===== src/rtl/mod12_seq_decoder_if.sv =====
// Bus between a mod-12 counter value stream and its sequence decoder.
// With MOD12_SEQ_DECODER_STATS_EN defined, the jump/illegal event counters are carried as well.
interface mod12_seq_decoder_if #(
  parameter int W      = 4,
  parameter int WRAP_W = 8
);
  logic [W-1:0]      cnt_in;
  logic              cnt_vld;
  logic              wrap_clr;
  logic              step_up;
  logic              step_dn;
  logic              wrap_up;
  logic              wrap_dn;
  logic              hold;
  logic              jump;
  logic              illegal;
  logic              dir;
  logic              locked;
  logic [WRAP_W-1:0] wrap_cnt;
  logic              wrap_sat;
`ifdef MOD12_SEQ_DECODER_STATS_EN
  logic [7:0]        jump_cnt;
  logic [7:0]        illegal_cnt;
`endif

  modport master (
    output cnt_in, cnt_vld, wrap_clr,
    input  step_up, step_dn, wrap_up, wrap_dn, hold, jump, illegal,
    input  dir, locked, wrap_cnt, wrap_sat
`ifdef MOD12_SEQ_DECODER_STATS_EN
    , input jump_cnt, illegal_cnt
`endif
  );

  modport slave (
    input  cnt_in, cnt_vld, wrap_clr,
    output step_up, step_dn, wrap_up, wrap_dn, hold, jump, illegal,
    output dir, locked, wrap_cnt, wrap_sat
`ifdef MOD12_SEQ_DECODER_STATS_EN
    , output jump_cnt, illegal_cnt
`endif
  );
endinterface


===== src/rtl/mod12_seq_decoder.sv =====
// Classifies each mod-MOD counter transition, tracks direction lock and net wraps.
// Optional jump/illegal event counters are enabled by MOD12_SEQ_DECODER_STATS_EN.
module mod12_seq_decoder #(
  parameter int MOD    = 12,
  parameter int W      = 4,
  parameter int WRAP_W = 8,
  parameter int LOCK_N = 3
) (
  input logic             clk,
  input logic             rst,
  mod12_seq_decoder_if.slave bus
);
  typedef enum logic [1:0] {S_IDLE, S_ACQ, S_LOCK} state_t;

  localparam logic [W-1:0]      TOP  = W'(MOD - 1);
  localparam logic [WRAP_W-1:0] WMAX = {1'b0, {(WRAP_W-1){1'b1}}};
  localparam logic [WRAP_W-1:0] WMIN = {1'b1, {(WRAP_W-1){1'b0}}};

  state_t            state, state_nx;
  logic [W-1:0]      prev, nxt_up, nxt_dn;
  logic [3:0]        run, run_nx;
  logic              dir_r, dir_nx;
  logic              is_ill, is_hold, is_up, is_dn, is_jump, is_wup, is_wdn, fire;
  logic              step_up_r, step_dn_r, wrap_up_r, wrap_dn_r, hold_r, jump_r, illegal_r;
  logic              locked_r, wrap_sat_r;
  logic [WRAP_W-1:0] wrap_cnt_r;

  always_comb begin
    nxt_up  = (prev == TOP) ? '0 : prev + W'(1);
    nxt_dn  = (prev == '0) ? TOP : prev - W'(1);
    is_ill  = bus.cnt_in > TOP;
    is_hold = !is_ill && (bus.cnt_in == prev);
    is_up   = !is_ill && !is_hold && (bus.cnt_in == nxt_up);
    is_dn   = !is_ill && !is_hold && !is_up && (bus.cnt_in == nxt_dn);
    is_jump = !is_ill && !is_hold && !is_up && !is_dn;
    is_wup  = is_up && (prev == TOP);
    is_wdn  = is_dn && (prev == '0);
    fire    = bus.cnt_vld && (state != S_IDLE);

    state_nx = state;
    run_nx   = run;
    dir_nx   = dir_r;
    if (bus.cnt_vld) begin
      if (is_ill) begin
        state_nx = S_IDLE;
        run_nx   = '0;
      end else if (state == S_IDLE) begin
        state_nx = S_ACQ;
        run_nx   = '0;
      end else if (is_up || is_dn) begin
        // Same-direction step extends the run (held at LOCK_N once locked);
        // an opposite step, or the first step after run=0, restarts it at 1.
        if ((run != '0) && (is_up == dir_r)) begin
          run_nx = (state == S_LOCK) ? run : run + 4'd1;
        end else begin
          dir_nx = is_up;
          run_nx = 4'd1;
        end
        state_nx = (run_nx >= 4'(LOCK_N)) ? S_LOCK : S_ACQ;
      end else if (is_jump) begin
        state_nx = S_ACQ;
        run_nx   = '0;
      end
    end
  end

  always_ff @(posedge clk or posedge rst) begin
    if (rst) begin
      state      <= S_IDLE;
      prev       <= '0;
      run        <= '0;
      dir_r      <= 1'b0;
      locked_r   <= 1'b0;
      step_up_r  <= 1'b0;
      step_dn_r  <= 1'b0;
      wrap_up_r  <= 1'b0;
      wrap_dn_r  <= 1'b0;
      hold_r     <= 1'b0;
      jump_r     <= 1'b0;
      illegal_r  <= 1'b0;
      wrap_cnt_r <= '0;
      wrap_sat_r <= 1'b0;
    end else begin
      state     <= state_nx;
      run       <= run_nx;
      dir_r     <= dir_nx;
      locked_r  <= (state_nx == S_LOCK);
      step_up_r <= fire && is_up && !is_wup;
      step_dn_r <= fire && is_dn && !is_wdn;
      wrap_up_r <= fire && is_wup;
      wrap_dn_r <= fire && is_wdn;
      hold_r    <= fire && is_hold;
      jump_r    <= fire && is_jump;
      illegal_r <= bus.cnt_vld && is_ill;
      if (bus.cnt_vld && !is_ill) prev <= bus.cnt_in;

      if (bus.wrap_clr) begin
        wrap_cnt_r <= '0;
        wrap_sat_r <= 1'b0;
      end else if (fire && is_wup) begin
        if (wrap_cnt_r == WMAX) wrap_sat_r <= 1'b1;
        else                    wrap_cnt_r <= wrap_cnt_r + WRAP_W'(1);
      end else if (fire && is_wdn) begin
        if (wrap_cnt_r == WMIN) wrap_sat_r <= 1'b1;
        else                    wrap_cnt_r <= wrap_cnt_r - WRAP_W'(1);
      end
    end
  end

  assign bus.step_up  = step_up_r;
  assign bus.step_dn  = step_dn_r;
  assign bus.wrap_up  = wrap_up_r;
  assign bus.wrap_dn  = wrap_dn_r;
  assign bus.hold     = hold_r;
  assign bus.jump     = jump_r;
  assign bus.illegal  = illegal_r;
  assign bus.dir      = dir_r;
  assign bus.locked   = locked_r;
  assign bus.wrap_cnt = wrap_cnt_r;
  assign bus.wrap_sat = wrap_sat_r;

`ifdef MOD12_SEQ_DECODER_STATS_EN
  logic [7:0] jump_cnt_r, illegal_cnt_r;

  always_ff @(posedge clk or posedge rst) begin
    if (rst) begin
      jump_cnt_r    <= '0;
      illegal_cnt_r <= '0;
    end else if (bus.wrap_clr) begin
      jump_cnt_r    <= '0;
      illegal_cnt_r <= '0;
    end else begin
      if (fire && is_jump && (jump_cnt_r != '1))           jump_cnt_r    <= jump_cnt_r + 8'd1;
      if (bus.cnt_vld && is_ill && (illegal_cnt_r != '1)) illegal_cnt_r <= illegal_cnt_r + 8'd1;
    end
  end

  assign bus.jump_cnt    = jump_cnt_r;
  assign bus.illegal_cnt = illegal_cnt_r;
`endif
endmodule


===== src/flat_wrapper.sv =====
// flat-port wrapper written by rule: the top's interface ports become plain ports
module mod12_seq_decoder_flat 
#(
  parameter int MOD    = 12,
  parameter int W      = 4,
  parameter int WRAP_W = 8,
  parameter int LOCK_N = 3
)
  (clk, rst, bus_cnt_in, bus_cnt_vld, bus_wrap_clr, bus_step_up, bus_step_dn, bus_wrap_up, bus_wrap_dn, bus_hold, bus_jump, bus_illegal, bus_dir, bus_locked, bus_wrap_cnt, bus_wrap_sat);
  mod12_seq_decoder_if #(.W(W), .WRAP_W(WRAP_W)) bus_i ();
  input logic clk;
  input logic rst;
  input wire logic [$bits(bus_i.cnt_in)-1:0] bus_cnt_in;
  input wire logic [$bits(bus_i.cnt_vld)-1:0] bus_cnt_vld;
  input wire logic [$bits(bus_i.wrap_clr)-1:0] bus_wrap_clr;
  output wire logic [$bits(bus_i.step_up)-1:0] bus_step_up;
  output wire logic [$bits(bus_i.step_dn)-1:0] bus_step_dn;
  output wire logic [$bits(bus_i.wrap_up)-1:0] bus_wrap_up;
  output wire logic [$bits(bus_i.wrap_dn)-1:0] bus_wrap_dn;
  output wire logic [$bits(bus_i.hold)-1:0] bus_hold;
  output wire logic [$bits(bus_i.jump)-1:0] bus_jump;
  output wire logic [$bits(bus_i.illegal)-1:0] bus_illegal;
  output wire logic [$bits(bus_i.dir)-1:0] bus_dir;
  output wire logic [$bits(bus_i.locked)-1:0] bus_locked;
  output wire logic [$bits(bus_i.wrap_cnt)-1:0] bus_wrap_cnt;
  output wire logic [$bits(bus_i.wrap_sat)-1:0] bus_wrap_sat;
  assign bus_i.cnt_in = bus_cnt_in;
  assign bus_i.cnt_vld = bus_cnt_vld;
  assign bus_i.wrap_clr = bus_wrap_clr;
  assign bus_step_up = bus_i.step_up;
  assign bus_step_dn = bus_i.step_dn;
  assign bus_wrap_up = bus_i.wrap_up;
  assign bus_wrap_dn = bus_i.wrap_dn;
  assign bus_hold = bus_i.hold;
  assign bus_jump = bus_i.jump;
  assign bus_illegal = bus_i.illegal;
  assign bus_dir = bus_i.dir;
  assign bus_locked = bus_i.locked;
  assign bus_wrap_cnt = bus_i.wrap_cnt;
  assign bus_wrap_sat = bus_i.wrap_sat;
  mod12_seq_decoder #(.MOD(MOD), .W(W), .WRAP_W(WRAP_W), .LOCK_N(LOCK_N)) u_core (.clk(clk), .rst(rst), .bus(bus_i));
endmodule

===== config.mk =====
export PLATFORM = sky130hd
export DESIGN_NAME = mod12_seq_decoder_flat
export DESIGN_NICKNAME = d
export VERILOG_FILES = /design/src/rtl/mod12_seq_decoder_if.sv /design/src/rtl/mod12_seq_decoder.sv /design/src/flat_wrapper.sv
export SDC_FILE = /design/constraint.sdc
export NUM_CORES = 1
export LEC_CHECK = 0
export ABC_AREA = 1
export CAP_MARGIN = 25
export CORE_UTILIZATION = 35
export DETAILED_ROUTE_END_ITERATION = 16
export GPL_TIMING_DRIVEN = 1
export SETUP_SLACK_MARGIN = 0.15
export SYNTH_ARGS = -nofsm -noshare
export SYNTH_HDL_FRONTEND = slang
export SYNTH_SLANG_ARGS = --single-unit

===== constraint.sdc =====
create_clock -name clk -period 3.4 [get_ports clk]
set_input_delay 0.68 -clock clk [delete_from_list [all_inputs] [get_ports clk]]
set_output_delay 0.68 -clock clk [all_outputs]
set_load 0.005 [all_outputs]

==> results of run 1 <==
## through the flow
step / cell area [µm²] / util [%] / hold slack [ns]
6_report: 2400 / 46.1 / 0.496
5_1_grt: 2400 / 46.1 / 0.547
4_1_cts: 2370 / 45.6 / 0.506
3_5_place_dp: 2320 / 44.5 / 0.482
3_3_place_gp: 2320 / 44.5 / 0.493
2_1_floorplan: 1930 / - / 0.476
## placed cells by master, fill, tap and decap left out, types with 4 or more instances in the layout
master | synthesis | layout
nand2_1 | 66 | 66
inv_1 | 36 | 36
dfrtp_1 | 28 | 28
clkdlybuf4s50_1 | 0 | 22
nor2_1 | 15 | 15
o21ai_0 | 15 | 15
nand3_1 | 14 | 14
a21oi_1 | 10 | 10
ha_1 | 10 | 9
xor2_1 | 8 | 8
o21ai_1 | 8 | 8
buf_4 | 0 | 8
nand4_1 | 7 | 7
inv_2 | 5 | 5
clkbuf_8 | 0 | 4
## power groups by stage
stage | Clock, W | Combinational (W) | Sequential [W]
finish | 0.000209 | 0.000624 | 0.000471
global placement | 0 | 0.000608 | 0.000475
global route | 0.000232 | 0.000705 | 0.000482
floorplan | 0 | 0.000420 | 0.000458
CTS | 0.000218 | 0.000618 | 0.000469
detailed placement | 0 | 0.000617 | 0.000476
## worst max path at each step
stage | startpoint | end | cells past startpoint
final | bus_cnt_in[3] | u_core.bus.wrap_cnt[7]$_DFFE_PP0P_ | 17
after global routing | bus_cnt_in[3] | u_core.bus.wrap_cnt[6]$_DFFE_PP0P_ | 19
after CTS | bus_cnt_in[1] | u_core.bus.wrap_cnt[7]$_DFFE_PP0P_ | 13
after detailed placement | bus_cnt_in[1] | u_core.bus.wrap_cnt[7]$_DFFE_PP0P_ | 13
after global placement | bus_cnt_in[1] | u_core.bus.wrap_cnt[7]$_DFFE_PP0P_ | 13
after floorplan | u_core.prev[0]$_DFFE_PP0P_ | u_core.bus.wrap_cnt[7]$_DFFE_PP0P_ | 14
## cell families (layout without fill, tap and decap cells)
kind of cell / after synthesis / count (layout)
DFF: 28 / 28
buffers and inverters: 42 / 78
xor gates and xnor gates: 11 / 11
adders and majority gates: 11 / 11
and+or+nand+nor: 119 / 119
AOI/OAI and AO/OA: 39 / 39
## synth_stat cells
master and n:
nand2_1 66, inv_1 36, dfrtp_1 28, nor2_1 15, o21ai_0 15, nand3_1 14, a21oi_1 10, ha_1 10
o21ai_1 8, xor2_1 8, nand4_1 7, inv_2 5, nand3_4 3, nand3_2 2, nor2_4 2, nor3_1 2
nor4_1 2, o211ai_1 2, xnor2_1 2, a31oi_1 1, buf_6 1, fa_1 1, nand2_2 1, nand2_4 1
nand3b_1 1, nand4_4 1, nor3_2 1, o21ai_2 1, o31ai_1 1, o32ai_1 1, or2_2 1, xnor3_1 1
## cell type report
cell class | count | area [µm²]
multi-input cells | 180 | 1080
clock buffers | 4 | 55.1
repair buffers | 33 | 318
well taps | 70 | 87.6
flip-flops and latches | 28 | 701
inverters | 41 | 154
fillers | 540 | 2810
## routing by layer
layer	vias up	global-route usage [%]	routed length, µm
met5	-	0	0
met4	0	5.77	56
met3	4	1.80	91
met2	31	28.2	2130
met1	764	19.9	1960
li1	885	-	-
## registers in the layout, indices dropped and copies added (netlist names)
name and count:
u_core.state 2, u_core.run 4, u_core.prev 4, u_core.bus.step_up 1, u_core.bus.wrap_dn 1, u_core.bus.wrap_cnt 8, u_core.bus.wrap_up 1, u_core.bus.dir 1
u_core.bus.jump 1, u_core.bus.illegal 1, u_core.bus.wrap_sat 1, u_core.bus.locked 1, u_core.bus.step_dn 1, u_core.bus.hold 1
## critical path: cells and delay by family
kind	cells	cell delay, ns
buf+inv	4	0.81
fa+ha+maj	1	0.36
xor+xnor	1	0.32
compound gates	4	0.51
simple gates	7	0.58
## what timing repair did
action / 4_1_cts / 5_1_grt
resized for setup: 0 / 5
endpoints found under the hold margin: 0 / 0
hold buffers: 0 / 0
setup endpoints to repair: 0 / 3
==> impl_results.md, run 1 <==
* Status: completed
* #FFs+latches synth at 28
* First-pass GRT wire length at 7470 µm
* Synth area leader: dfrtp_1
* Hold endpoint: u_core.bus.wrap_sat$_DFFE_PP0P_
* Post-CTS setup buffer count at 0
* Final worst setup slack at 0.360 ns
* Final Cycle Share at 89.4%
* Htree depth at 1
* Layout cells sized above 1 at 11.2%
* Detail Route Antenna Nets at 0
* Cell Area, Synth at 0.00193 mm²
* Worst reg2reg path depth at 14
* I/O pin total at 26
* Worst EP required at 3.61 ns
* Worst setup slack after placement at -0.0248 ns
* Synth warnings at 0
* Syn avg cell area at 7.72 µm²
* Worst path slowest cell: clkdlybuf4s50_1
* CTS clk-pin slew, worst paths at 0.10 ns
* Width of the die at 76.3 µm
* Worst R2R Start: u_core.prev[1]$_DFFE_PP0P_
* Diodes inserted at 0
* Final net count at 306
* Die area at 0.00582 mm²
* DRT iter0 DRCs at 58
* Tot GR Track Use at 15.9%
* PD cells at 543 mW/mm²
* CP dominant cell by count: nand2_1
* Vias in the first global route at 1660
* Reg2reg end: u_core.bus.wrap_cnt[7]$_DFFE_PP0P_
* Reg power frac at 36.1%
* Sum of negative setup slack at 0 ns
* GRT overflow at 0
* CP startpoint kind: input port
* HP Class: flop to flop
* Clk buf depth at 2
* Worst-skew pair later-pin latency at 0.28 ns
* WP data arrival at 3.25 ns
* FF-to-FF setup slack at 0.42 ns
* Peak supply drop at 0.222 mV
* Crit end category: flop
* Placement Rows at 26
* Netlist cell types at 32
* Synth top area share at 36.3%
* Final hold violations at 0
* Area delta synth->final at 24.3%
* Routability cong. at 0.879
* Routed vias/inst at 4.73
* Setup violators final at 0
* Cell Chain, Critical Path: clkdlybuf4s50_1 -> inv_1 -> nand2_1 -> nand2_1 -> nor2_1 -> nand2_1 -> nand2_1 -> inv_1 -> nand4_4 -> nor2_4 -> inv_2 -> ha_1 -> a21oi_1 -> o21ai_0 -> a21oi_1 -> xnor3_1 -> o21ai_1
* Clock power share at 16.0%
* Max Clock Skew at 0.00914 ns
* Path type of the worst setup path: input port to flop
* Synth area leaders: dfrtp_1 (36%), nand2_1 (13%), inv_1 (7.0%)
* Root Driver: clkbuf_8
* Max Slew Vio Count at 0
* Remaining DRCs at 0
* Hold path start: u_core.bus.wrap_sat$_DFFE_PP0P_
* Hold depth at 2
* # clock sinks at 28
* Largest net degree at the start of global routing at 29
* Fin cells at 356
* RSZ-0062 raised after global routing: no
* DR pass1 iterations at 4
* Seq/Total Area, Yosys at 36.3%
* Core box area at 0.00520 mm²
* Post-DR wirelength/cell at 11.9 µm
* Max incr delay on CP at 0.46 ns
* Post-DP HPWL at 3220 µm
* Antenna violations before repair at 0
* Routed via count at 1684
* Fmax at 0.329 GHz
* Period minus WS final at 3.04 ns
* Crit path max fanout at 8
* Logic gate share of total power at 47.8%
* Post-Route WL at 4240 µm
* Post-synthesis compound-gate area fraction at 11.0%
* Placed cells at 352
* Synth Area in Simple Gates at 31.0%
* Mapped Cells at 250
* P_int at 0.000813 W
* Mux contribution to synthesized area at 0%
* Synth Area in Adders at 7.52%
* Max-cap violations at 0
* P_sw at 0.000490 W
* Starting Density at 37.1%
* Pleak at 1.20 nW
* CTS tree: yes
* Worst Max-Slew Pin Slew at 0.367 ns
* TritonCTS buffer count at 3
* Port-buffer cells at 25
* Slew headroom at 75.5%
* XOR/XNOR share of the synthesized area at 5.70%
* Switching portion of total power at 37.6%
* Post-synth net total at 269
* Power Total at 0.00130 W
* Die Ht at 76.3 µm
* Largest family of logic cells by synthesized area: simple AND/OR/NAND/NOR gates
(Power assumes the default switching activity.)
==> run 2, diff against run 1 <==
--- a/config.mk
+++ b/config.mk
@@ -8,6 +8,7 @@
 export ABC_AREA = 1
 export CAP_MARGIN = 25
 export CORE_UTILIZATION = 35
+export CTS_CLUSTER_SIZE = 25
 export DETAILED_ROUTE_END_ITERATION = 16
 export GPL_TIMING_DRIVEN = 1
 export SETUP_SLACK_MARGIN = 0.15
==> results of run 2 <==
Final layout, timing and power as in run 1 (identical DEF).
==> run 3, diff against run 2 <==
--- a/config.mk
+++ b/config.mk
@@ -7,6 +7,7 @@
 export LEC_CHECK = 0
 export ABC_AREA = 1
 export CAP_MARGIN = 25
+export CORE_MARGIN = 3
 export CORE_UTILIZATION = 35
 export CTS_CLUSTER_SIZE = 25
 export DETAILED_ROUTE_END_ITERATION = 16
==> run 3 against run 2 <==
Sequential power grew 1%. Combinational power rose by 4.8%. Largest cell class unchanged. Worst setup slack better by 0.013 ns.
==> impl_results.md, run 3 (synthesis results as in run 1) <==
* Status: completed
* DRT iter0 DRCs at 54
* CTS clk-pin slew, worst paths at 0.10 ns
* RSZ-0062 raised after global routing: no
* Post-CTS setup buffer count at 0
* GRT overflow at 0
* Max Clock Skew at 0.00433 ns
* Max-cap violations at 0
* Remaining DRCs at 0
* Root Driver: clkbuf_8
* I/O pin total at 26
* Core box area at 0.00520 mm²
* Post-Route WL at 4340 µm
* Footprint of the multi-input gates at 0.00112 mm²
* Largest net degree at the start of global routing at 29
* Max Slew Vio Count at 0
* Switching portion of total power at 36.5%
* Reg area at 702 µm²
* DR pass1 iterations at 4
* Vias in the first global route at 1669
* Final worst setup slack at 0.373 ns
* Worst path slowest cell: clkdlybuf4s50_1
* Post-DP HPWL at 3300 µm
* Worst setup slack after placement at 0.00295 ns
* Sum of negative setup slack at 0 ns
* Area delta synth->final at 27.2%
* Max incr delay on CP at 0.47 ns
* PD cells at 569 mW/mm²
* TritonCTS buffer count at 3
* Htree depth at 1
* Fmax at 0.330 GHz
* Cell Chain, Critical Path: clkdlybuf4s50_1 -> buf_4 -> nand3_1 -> nand2_1 -> nor2_4 -> nand4_4 -> nor2_4 -> inv_4 -> ha_1 -> a21oi_1 -> o21ai_1 -> a21oi_2 -> xnor3_1 -> o21ai_1
* Worst EP required at 3.61 ns
* Antenna violations before repair at 0
* Crit path max fanout at 8
* FILL cells at 527
* Die Ht at 80.3 µm
* Crit end category: flop
* Clk buf depth at 2
* FF-to-FF setup slack at 0.47 ns
* Routability cong. at 0.806
* HP Class: flop to flop
* Clock power share at 19.0%
* Worst-skew pair later-pin latency at 0.28 ns
* P_sw at 0.000509 W
* Width of the die at 80.3 µm
* Slew headroom at 74.7%
* Tot GR Track Use at 14.8%
* First-pass GRT wire length at 7560 µm
* Peak supply drop at 0.218 mV
* Final hold violations at 0
* Path type of the worst setup path: input port to flop
* Routed vias/inst at 4.74
* Port-buffer cells at 25
* Setup violators final at 0
* Post-DR wirelength/cell at 12.2 µm
* Final net count at 307
* Pleak at 1.21 nW
* Final Cycle Share at 89.0%
* Commonest non-fill, non-tap cell in the layout: nand2_1
* Max reg flops at 8
* Layout cells sized above 1 at 13.6%
* Routed via count at 1693
* Most frequent cells in the layout: nand2_1 (66), inv_1 (35), dfrtp_1 (27)
* P_int at 0.000888 W
* CTS tree: yes
* CP startpoint kind: input port
* Starting Density at 37.1%
* Cts repair resizes at 0
* Detail Route Antenna Nets at 0
* Crit-path leading delay family: buffers and inverters
* Placement Rows at 26
* Diodes inserted at 0
* WP data arrival at 3.24 ns
* Logic gate share of total power at 46.8%
* CP bufs+invs at 3
* Die area at 0.00644 mm²
* Reg power frac at 34.1%
* # clock sinks at 28
* Worst Max-Slew Pin Slew at 0.380 ns
* CTS Hold Bufs at 0
* Period minus WS final at 3.03 ns
## run 3: tightest hold or removal path: stages, from the launching register on
cell and delay, ns:
dfrtp_1 0.37, nand2_1 0.05, o21ai_0 0.06
## run 3: final cells by class
type | instances | area share, %
flip-flops and latches | 28 | 28.6
clock inverters | 1 | 1.22
clock buffers | 3 | 1.68
well taps | 70 | 3.57
multi-input cells | 180 | 45.4
inverters | 41 | 6.37
repair buffers | 34 | 13.1
## run 3: final timing paths
check / cells past startpoint / endpoint / startpoint
hold reg to reg: 2 / u_core.bus.wrap_sat$_DFFE_PP0P_ / u_core.bus.wrap_sat$_DFFE_PP0P_
hold / removal: 2 / u_core.bus.wrap_sat$_DFFE_PP0P_ / u_core.bus.wrap_sat$_DFFE_PP0P_
setup / recovery: 14 / u_core.bus.wrap_cnt[7]$_DFFE_PP0P_ / bus_cnt_in[2]
setup reg to reg: 14 / u_core.bus.wrap_cnt[7]$_DFFE_PP0P_ / u_core.prev[1]$_DFFE_PP0P_
max in group asynchronous: 3 / u_core.prev[1]$_DFFE_PP0P_ / rst
min in group asynchronous: 3 / u_core.bus.wrap_sat$_DFFE_PP0P_ / rst
## run 3: power by group through the flow
stage | clock network [W] | registers (W) | logic (W)
after floorplan | 0 | 0.000458 | 0.000420
after global placement | 0 | 0.000476 | 0.000614
after detailed placement | 0 | 0.000477 | 0.000619
after CTS | 0.000276 | 0.000470 | 0.000621
after global routing | 0.000292 | 0.000488 | 0.000751
final | 0.000266 | 0.000477 | 0.000654
## run 3: per-layer routing
| metal | GRT usage (%) | vias to the layer above | routed length, µm |
|---|---|---|---|
| met1 | 18.5 | 764 | 2000 |
| met5 | 0 | - | 0 |
| met4 | 4.05 | 0 | 54 |
| met3 | 2.02 | 5 | 156 |
| li1 | - | 885 | - |
| met2 | 26.6 | 39 | 2120 |
## run 3: per-stage QoR
| step | utilization (%) | std cells | cell area (µm²) | total power [W] | hold WS, ns |
|---|---|---|---|---|---|
| 6_report | 47.2 | 357 | 2460 | 0.00140 | 0.507 |
| 5_1_grt | 47.2 | 357 | 2460 | 0.00153 | 0.595 |
| 3_5_place_dp | 44.7 | 353 | 2320 | 0.00110 | 0.485 |
| 3_3_place_gp | 44.7 | 353 | 2320 | 0.00109 | 0.480 |
| 4_1_cts | 46.0 | 357 | 2400 | 0.00137 | 0.510 |
| 2_1_floorplan | - | 250 | 1930 | 0.000878 | 0.476 |
